===== src/rtl/sample_pacer.sv =====
// sample_pacer: rate-controlled drain for a show-ahead circular buffer read port.
// Emits one word every div+1 cycles on a valid/ready stream. When the buffer is
// empty at a tick, it counts an underrun and emits a substitute word instead.
// Optional build macro: SAMPLE_PACER_UNDERRUN_HOLD_EN. When it is defined, an
// underrun repeats the last word. When it is undefined, an underrun emits zero.
module sample_pacer #(
    parameter int DATA_WIDTH = 8,
    parameter int DIV_WIDTH  = 16
) (
    input  logic                  clk,
    input  logic                  reset_n,
    input  logic                  enable,
    input  logic [DIV_WIDTH-1:0]  div,
    output logic                  fifo_rd_en,
    input  logic [DATA_WIDTH-1:0] fifo_rd_data,
    input  logic                  fifo_empty,
    output logic                  out_valid,
    output logic [DATA_WIDTH-1:0] out_data,
    input  logic                  out_ready,
    output logic [15:0]           underrun_cnt,
    output logic                  busy
);

    typedef enum logic [1:0] {
        S_IDLE,
        S_WAIT,
        S_PRESENT
    } state_t;

    state_t               state;
    state_t               state_nx;
    logic [DIV_WIDTH-1:0] cnt;
    logic                 pending;
    logic                 tick;
    logic                 fetch;
    logic                 underrun;

    // Divider tick, fetch decision and the strobes/status derived from state
    always_comb begin
        tick       = (state != S_IDLE) && (cnt == '0);
        fetch      = (state == S_WAIT) && (tick || pending);
        underrun   = fetch && fifo_empty;
        fifo_rd_en = fetch && !fifo_empty;
        out_valid  = (state == S_PRESENT);
        busy       = (state != S_IDLE);
    end

    // Next-state logic. A fetch wins over a disable in WAIT, so a word that
    // has already been popped is always presented.
    always_comb begin
        state_nx = state;
        case (state)
            S_IDLE: begin
                if (enable) state_nx = S_WAIT;
            end
            S_WAIT: begin
                if (fetch)        state_nx = S_PRESENT;
                else if (!enable) state_nx = S_IDLE;
            end
            S_PRESENT: begin
                if (out_ready) state_nx = enable ? S_WAIT : S_IDLE;
            end
            default: state_nx = S_IDLE;
        endcase
    end

    // State register
    always_ff @(posedge clk or negedge reset_n) begin
        if (!reset_n) state <= S_IDLE;
        else          state <= state_nx;
    end

    // Divider counter. div is sampled only on reload.
    always_ff @(posedge clk or negedge reset_n) begin
        if (!reset_n)                     cnt <= '0;
        else if (state == S_IDLE || tick) cnt <= div;
        else                              cnt <= cnt - DIV_WIDTH'(1);
    end

    // Pending fetch. A tick during PRESENT sets it. A fetch consumes it unless
    // a new tick lands on the same cycle. Any extra ticks are dropped.
    always_ff @(posedge clk or negedge reset_n) begin
        if (!reset_n) begin
            pending <= 1'b0;
        end else begin
            case (state)
                S_WAIT:    if (fetch) pending <= pending && tick;
                S_PRESENT: if (tick)  pending <= 1'b1;
                default:   pending <= 1'b0;
            endcase
        end
    end

    // Output word capture at fetch, with the underrun substitute
    always_ff @(posedge clk or negedge reset_n) begin
        if (!reset_n) begin
            out_data <= '0;
        end else if (fetch) begin
`ifdef SAMPLE_PACER_UNDERRUN_HOLD_EN
            if (!fifo_empty) out_data <= fifo_rd_data;
`else
            out_data <= fifo_empty ? '0 : fifo_rd_data;
`endif
        end
    end

    // Saturating underrun counter
    always_ff @(posedge clk or negedge reset_n) begin
        if (!reset_n)                            underrun_cnt <= '0;
        else if (underrun && underrun_cnt != '1) underrun_cnt <= underrun_cnt + 16'd1;
    end

endmodule


===== config.mk =====
export PLATFORM = sky130hd
export DESIGN_NAME = sample_pacer
export DESIGN_NICKNAME = d
export VERILOG_FILES = /design/src/rtl/sample_pacer.sv
export SDC_FILE = /design/constraint.sdc
export NUM_CORES = 1
export LEC_CHECK = 0
export CAP_MARGIN = 10
export CORE_MARGIN = 3
export CORE_UTILIZATION = 30
export CTS_BUF_LIST = sky130_fd_sc_hd__clkbuf_4
export DETAILED_ROUTE_END_ITERATION = 16
export DONT_BUFFER_PORTS = 1
export MAX_ROUTING_LAYER = met4
export PLACE_DENSITY_LB_ADDON = 0.15
export SYNTH_ARGS = -nofsm -noshare
export SYNTH_HDL_FRONTEND = slang
export SYNTH_SLANG_ARGS = --single-unit

===== constraint.sdc =====
create_clock -name clk -period 5.8 [get_ports clk]
set_clock_uncertainty 0.15 [all_clocks]
set_input_delay 1.74 -clock clk [delete_from_list [all_inputs] [get_ports clk]]
set_output_delay 1.74 -clock clk [all_outputs]
set_load 0.01 [all_outputs]

### After elaboration in Yosys (flattened, before gate mapping)

Index checks and enable logic that the tools add are counted.

| word-level totals | value |
|---|---|
| flip-flop bits (word level) | 43 |
| input bits | 29 |
| word-level logic and storage cells | 40 |

| operators by class | value |
|---|---|
| equality and inequality tests | 8 |
| $add $sub $neg | 2 |
| multiplexer cells | 11 |
| reductions and logical operators | 14 |

Operator list:

| kind | number |
|---|---|
| $add A16 B1 Y16 const B | 1 |
| $logic_not A16 Y1 | 1 |
| $mux W16 | 1 |
| $ne A16 B16 Y1 const B | 1 |
| $sub A16 B1 Y16 const B | 1 |
| $mux W2 | 4 |
| $mux W8 | 1 |
| $logic_and A1 B1 Y1 | 6 |
| $pmux W2 S3 | 1 |
| $ne A2 B1 Y1 const B | 2 |
| $ne A2 B2 Y1 const B | 2 |
| $mux W1 | 3 |
| $ne A3 B3 Y1 const B | 1 |
| $reduce_and A3 Y1 | 1 |
| $eq A2 B1 Y1 const B | 1 |
| $eq A2 B2 Y1 const B | 1 |
| $logic_not A2 Y1 | 1 |
| $logic_or A1 B1 Y1 | 2 |
| $pmux W1 S2 | 1 |
| $reduce_and A2 Y1 | 1 |
| $reduce_bool A2 Y1 | 1 |
| $logic_not A1 Y1 | 1 |

### Depth between registers and ports, before layout

| depth | value |
|---|---|
| depth in word-level cells | 6 |
| depth in mapped cells | 8 |

### Least setup slack after synthesis

OpenSTA, ideal clock, no wires.

| path | value |
|---|---|
| kind | input-to-output |
| start | in fifo_empty |
| end | out fifo_rd_en |
| cell stages on the path | 2 |
| data required time | 3910 ps |
| path buffers | 1 |
| arrival | 2113 ps |
| path slack | 1797 ps |
| cells stage by stage | clkbuf_1 > nor2_1 |

| on the way | value |
|---|---|
| cells in the longest elaborated chain, start to end | 2 |

RTL lines:

| what | line | source |
|---|---|---|
| start, declared | 16 | `input logic fifo_empty,` |
| $logic_not A1 Y1 | 43 | `fifo_rd_en = fetch && !fifo_empty;` |
| $logic_and A1 B1 Y1 | 43 |  |
| end, declared | 14 | `output logic fifo_rd_en,` |

Every way passes these cells.

### Worst setup path after layout

| path | value |
|---|---|
| start | reg cnt[0] |
| end | out fifo_rd_en |

| on the way | value |
|---|---|
| cells in the longest elaborated chain, start to end | 5 |

RTL lines:

| what | line | source |
|---|---|---|
| start, declared | 32 | `logic [DIV_WIDTH-1:0] cnt;` |
| start signal, assigned | 76 | `else if (state == S_IDLE \|\| tick) cnt <= div;` |
| start signal, assigned | 77 | `else cnt <= cnt - DIV_WIDTH'(1);` |
| $logic_not A16 Y1 | 40 | `tick = (state != S_IDLE) && (cnt == '0);` |
| $logic_and A1 B1 Y1 | 40 |  |
| $logic_or A1 B1 Y1 | 41 | `fetch = (state == S_WAIT) && (tick \|\| pending);` |
| $logic_and A1 B1 Y1 | 41 |  |
| $logic_and A1 B1 Y1 | 43 |  |

Every way passes these cells.

==> impl_metrics.csv <==
group,metric,value,unit
die,fp.dieH,93.51,um
cts,cts.path.max_buffers,2,
timing,fmax,234.4,MHz
die,start_util,31.34,%
timing,worst-slew-pin-transition,1.026,ns
setup_path,required,3.91,ns
power_and_ir_drop,switching_share,36.88,%
setup_path,path_buf_inv,1,
timing,rsz0062_at_grt,"false",
min_path,hold_path_depth,1,
placed_design,dp_hpwl,3562,um
setup_path,critPathTopFamily,"simple AND/OR/NAND/NOR gates",
cts,holdBufCountCts,0,
placed_design,port_buffers,0,
cts,numCtsBuffers,5,
timing,fin_crit_sh,73.56,%
power_and_ir_drop,p_leak,0.001040,uW
layout,syn_to_final_growth,6.209,%
cts,cts_max_level,2,
yosys,yosys_warnings,0,
cts,clkLatencyLatePin,0.36,ns
drt,drt_iter0_drc,65,
yosys,synth_nets,253,
timing,fin_ws,1.534,ns
die,io_pins,56,
power_and_ir_drop,p_clk_share,18.3,%
die,rows,31,
power_and_ir_drop,intPower,511.1,uW
layout,layout-drive-gt1-share,11.01,%
min_path,hp-start,"underrun_cnt[14]",
flow_run,drv_cap,0,
yosys,synth_seq_area_share,46.84,%
drt,drc_errors,0,
cts,postCtsResizedCells,0,
grt,grt_pass1_wl,8024,um
outcome,status,"complete, no violations",
setup_path,cp-end-kind,"output port",
power_and_ir_drop,vdd_ir_drop_max,0.09849,mV
die,core,7331,um2
layout,fillers,738,
die,die-area,8743,um2
setup_path,crit-reg2reg-launch,"cnt[10]",
yosys,synth_edf_count,0,
cts,cts_root_buffer,"clkbuf_4",
grt,overflow,0,
setup_path,r2r_end,"state[0]",
grt,antenna_found_initial,0,
min_path,hp-class,"reg -> reg",
timing,tns,0,ns
layout,final_common_cell,"dfrtp_1",
timing,post-route-min-period,4.266,ns
yosys,syn_area,2297,um2
setup_path,worst_path_most_repeated_cell,"nor2_1",
timing,fin_hold_ws,0.4220,ns
yosys,synth_cell_type_count,39,
yosys,ys_ff_latch,43,
timing,slew_headroom,31.63,%
yosys,synth-async-reset-ratio,100.0,%
power_and_ir_drop,switchingPower,298.7,uW
cts,clk_pin_slew_worst_paths,0.12,ns
setup_path,crit_arrival,2.38,ns
setup_path,r2r_cells,5,
cts,postCtsSetupRepairBufs,0,
placed_design,place_congestion,0.7500,
setup_path,slowest_delay,0.41,ns
yosys,synth_ff_type,"dfrtp_1",
layout,nNetsFinal,253,
grt,grt_pass1_vias,1548,
timing,slew_viol_final,0,
setup_path,crit_type,"reg -> out",
cts,cts_tree,"yes",
min_path,whs_endpoint,"underrun_cnt[14]",
setup_path,r2r_slack,3.30,ns
cts,cts.sink_count,43,
power_and_ir_drop,p_comb_share,28.4,%
drt,vias,1551,
setup_path,crit_chain,"inv_1 > ha_1 > nor4b_2 > nand4_1 > nor2_1 > o21ai_1 > nor2_1",
drt,viasPerCell,4.893,
yosys,avgSynthCellArea,10.59,um2
layout,final_cell_mix,"dfrtp_1 (43), nor2_1 (25), xor2_1 (18), a21oi_1 (14), nor3_1 (12)",
yosys,syn-instance-count,217,
setup_path,cp_max_fo,10,
drt,routed_wl,4973,um
grt,grt_max_degree,44,
drt,antenna_left,0,
drt,first_pass_iters,4,
power_and_ir_drop,p_seq_share,53.3,%
timing,setup_viol_count_final,0,
drt,drt-wirelength-per-cell,15.69,um
die,die_x,93.51,um
timing,finalHoldViolCount,0,
grt,grt.total_usage,12.29,%
setup_path,startpoint_type,"flip-flop",
setup_path,cpMaxStageDelayCell,"dfrtp_1",
layout,n_antenna_cell,0,
placed_design,place_ws,1.902,ns
power_and_ir_drop,p_per_area,331.9,nW/um2
-- state kept, by name, indices dropped and copies added, names as in the netlist --
register / count
pending: 1
underrun_cnt: 16
out_data: 8
state: 2
cnt: 16
-- power groups by stage --
stage               Clock (uW)  Sequential [uW]  Combinational (uW)
detailed placement           0              439                 234
floorplan                    0              423                 199
finish                     149              431                 230
global route               173              441                 265
CTS                        156              432                 235
global placement             0              436                 239
-- worst reg2reg max path, cell delays in order (launching register included) --
cell,delay (ns)
dfrtp_1,0.43
or4_4,0.57
nor3_4,0.24
a41oi_4,0.35
a31oi_1,0.33
mux2_1,0.34
-- cells by family after synthesis --
group | after synthesis | synth area share, %
flip-flops | 43 | 46.84
buffers and inverters | 15 | 2.778
multiplexers | 13 | 6.264
XOR/XNOR | 28 | 10.68
adder cells (fa/ha/maj) | 7 | 3.812
AO/OA/AOI/OAI | 22 | 6.209
AND/OR/NAND/NOR | 89 | 23.42
-- final cells by class --
class                      count  area, um2  area share [%]
tap                           99      123.9           5.077
sequential                    43       1076           44.10
clock buffer                   6      45.04           1.846
inverter                       8      30.03           1.231
multi-input combinational    159       1157           47.44
clock inverter                 2      7.507          0.3077
-- worst max-delay path by stage --
stage                     startpoint          to  slack [ns]  cells past startpoint
after CTS                     cnt[0]  fifo_rd_en        1.50                      7
final                         cnt[0]  fifo_rd_en        1.53                      7
after global placement        cnt[0]  fifo_rd_en        1.95                      7
after floorplan           fifo_empty  fifo_rd_en        1.80                      2
after global routing          cnt[0]  fifo_rd_en        1.26                      7
after detailed placement      cnt[0]  fifo_rd_en        1.90                      7
-- per-layer routing --
layer | vias up | share of wire, % | track usage (%)
met5 | - | 0 | -
met4 | 0 | 1.3 | 4.396
met3 | 5 | 7.5 | 4.505
met2 | 44 | 46 | 17.63
met1 | 735 | 46 | 15.91
li1 | 767 | - | -
-- synthesized netlist by cell type (2+ instances only) --
cell type   n  area [um2]
a21oi_1    14       70.07
nor3_1     12       60.06
clkbuf_1    6       22.52
nand3_1     7       35.03
mux2_2      9       101.4
inv_1       8       30.03
nor2b_1     8       50.05
xnor2_1    10       87.58
nand2_1     5       18.77
and4_1      3       26.28
nand4_1     8       50.05
a31oi_1     2       12.51
nor4_1      4       25.02
mux2i_1     2       20.02
ha_1        7       87.58
nor4b_1     3       26.28
xor2_1     18       157.7
mux2_1      2       22.52
nor2_1     25       93.84
dfrtp_1    43        1076
or3_1       2       12.51
nor4_2      2       25.02
-- metrics by stage --
step	util (%)	cell area (um2)	power, uW	cells
finish	33.28	2440	809.8	317
detailed placement	32.57	2387	672.7	309
floorplan	-	2297	621.8	217
global route	33.28	2440	879.8	317
global placement	32.57	2387	675.1	309
CTS	33.28	2440	823.7	317
Power figures use the tool's default switching activity.
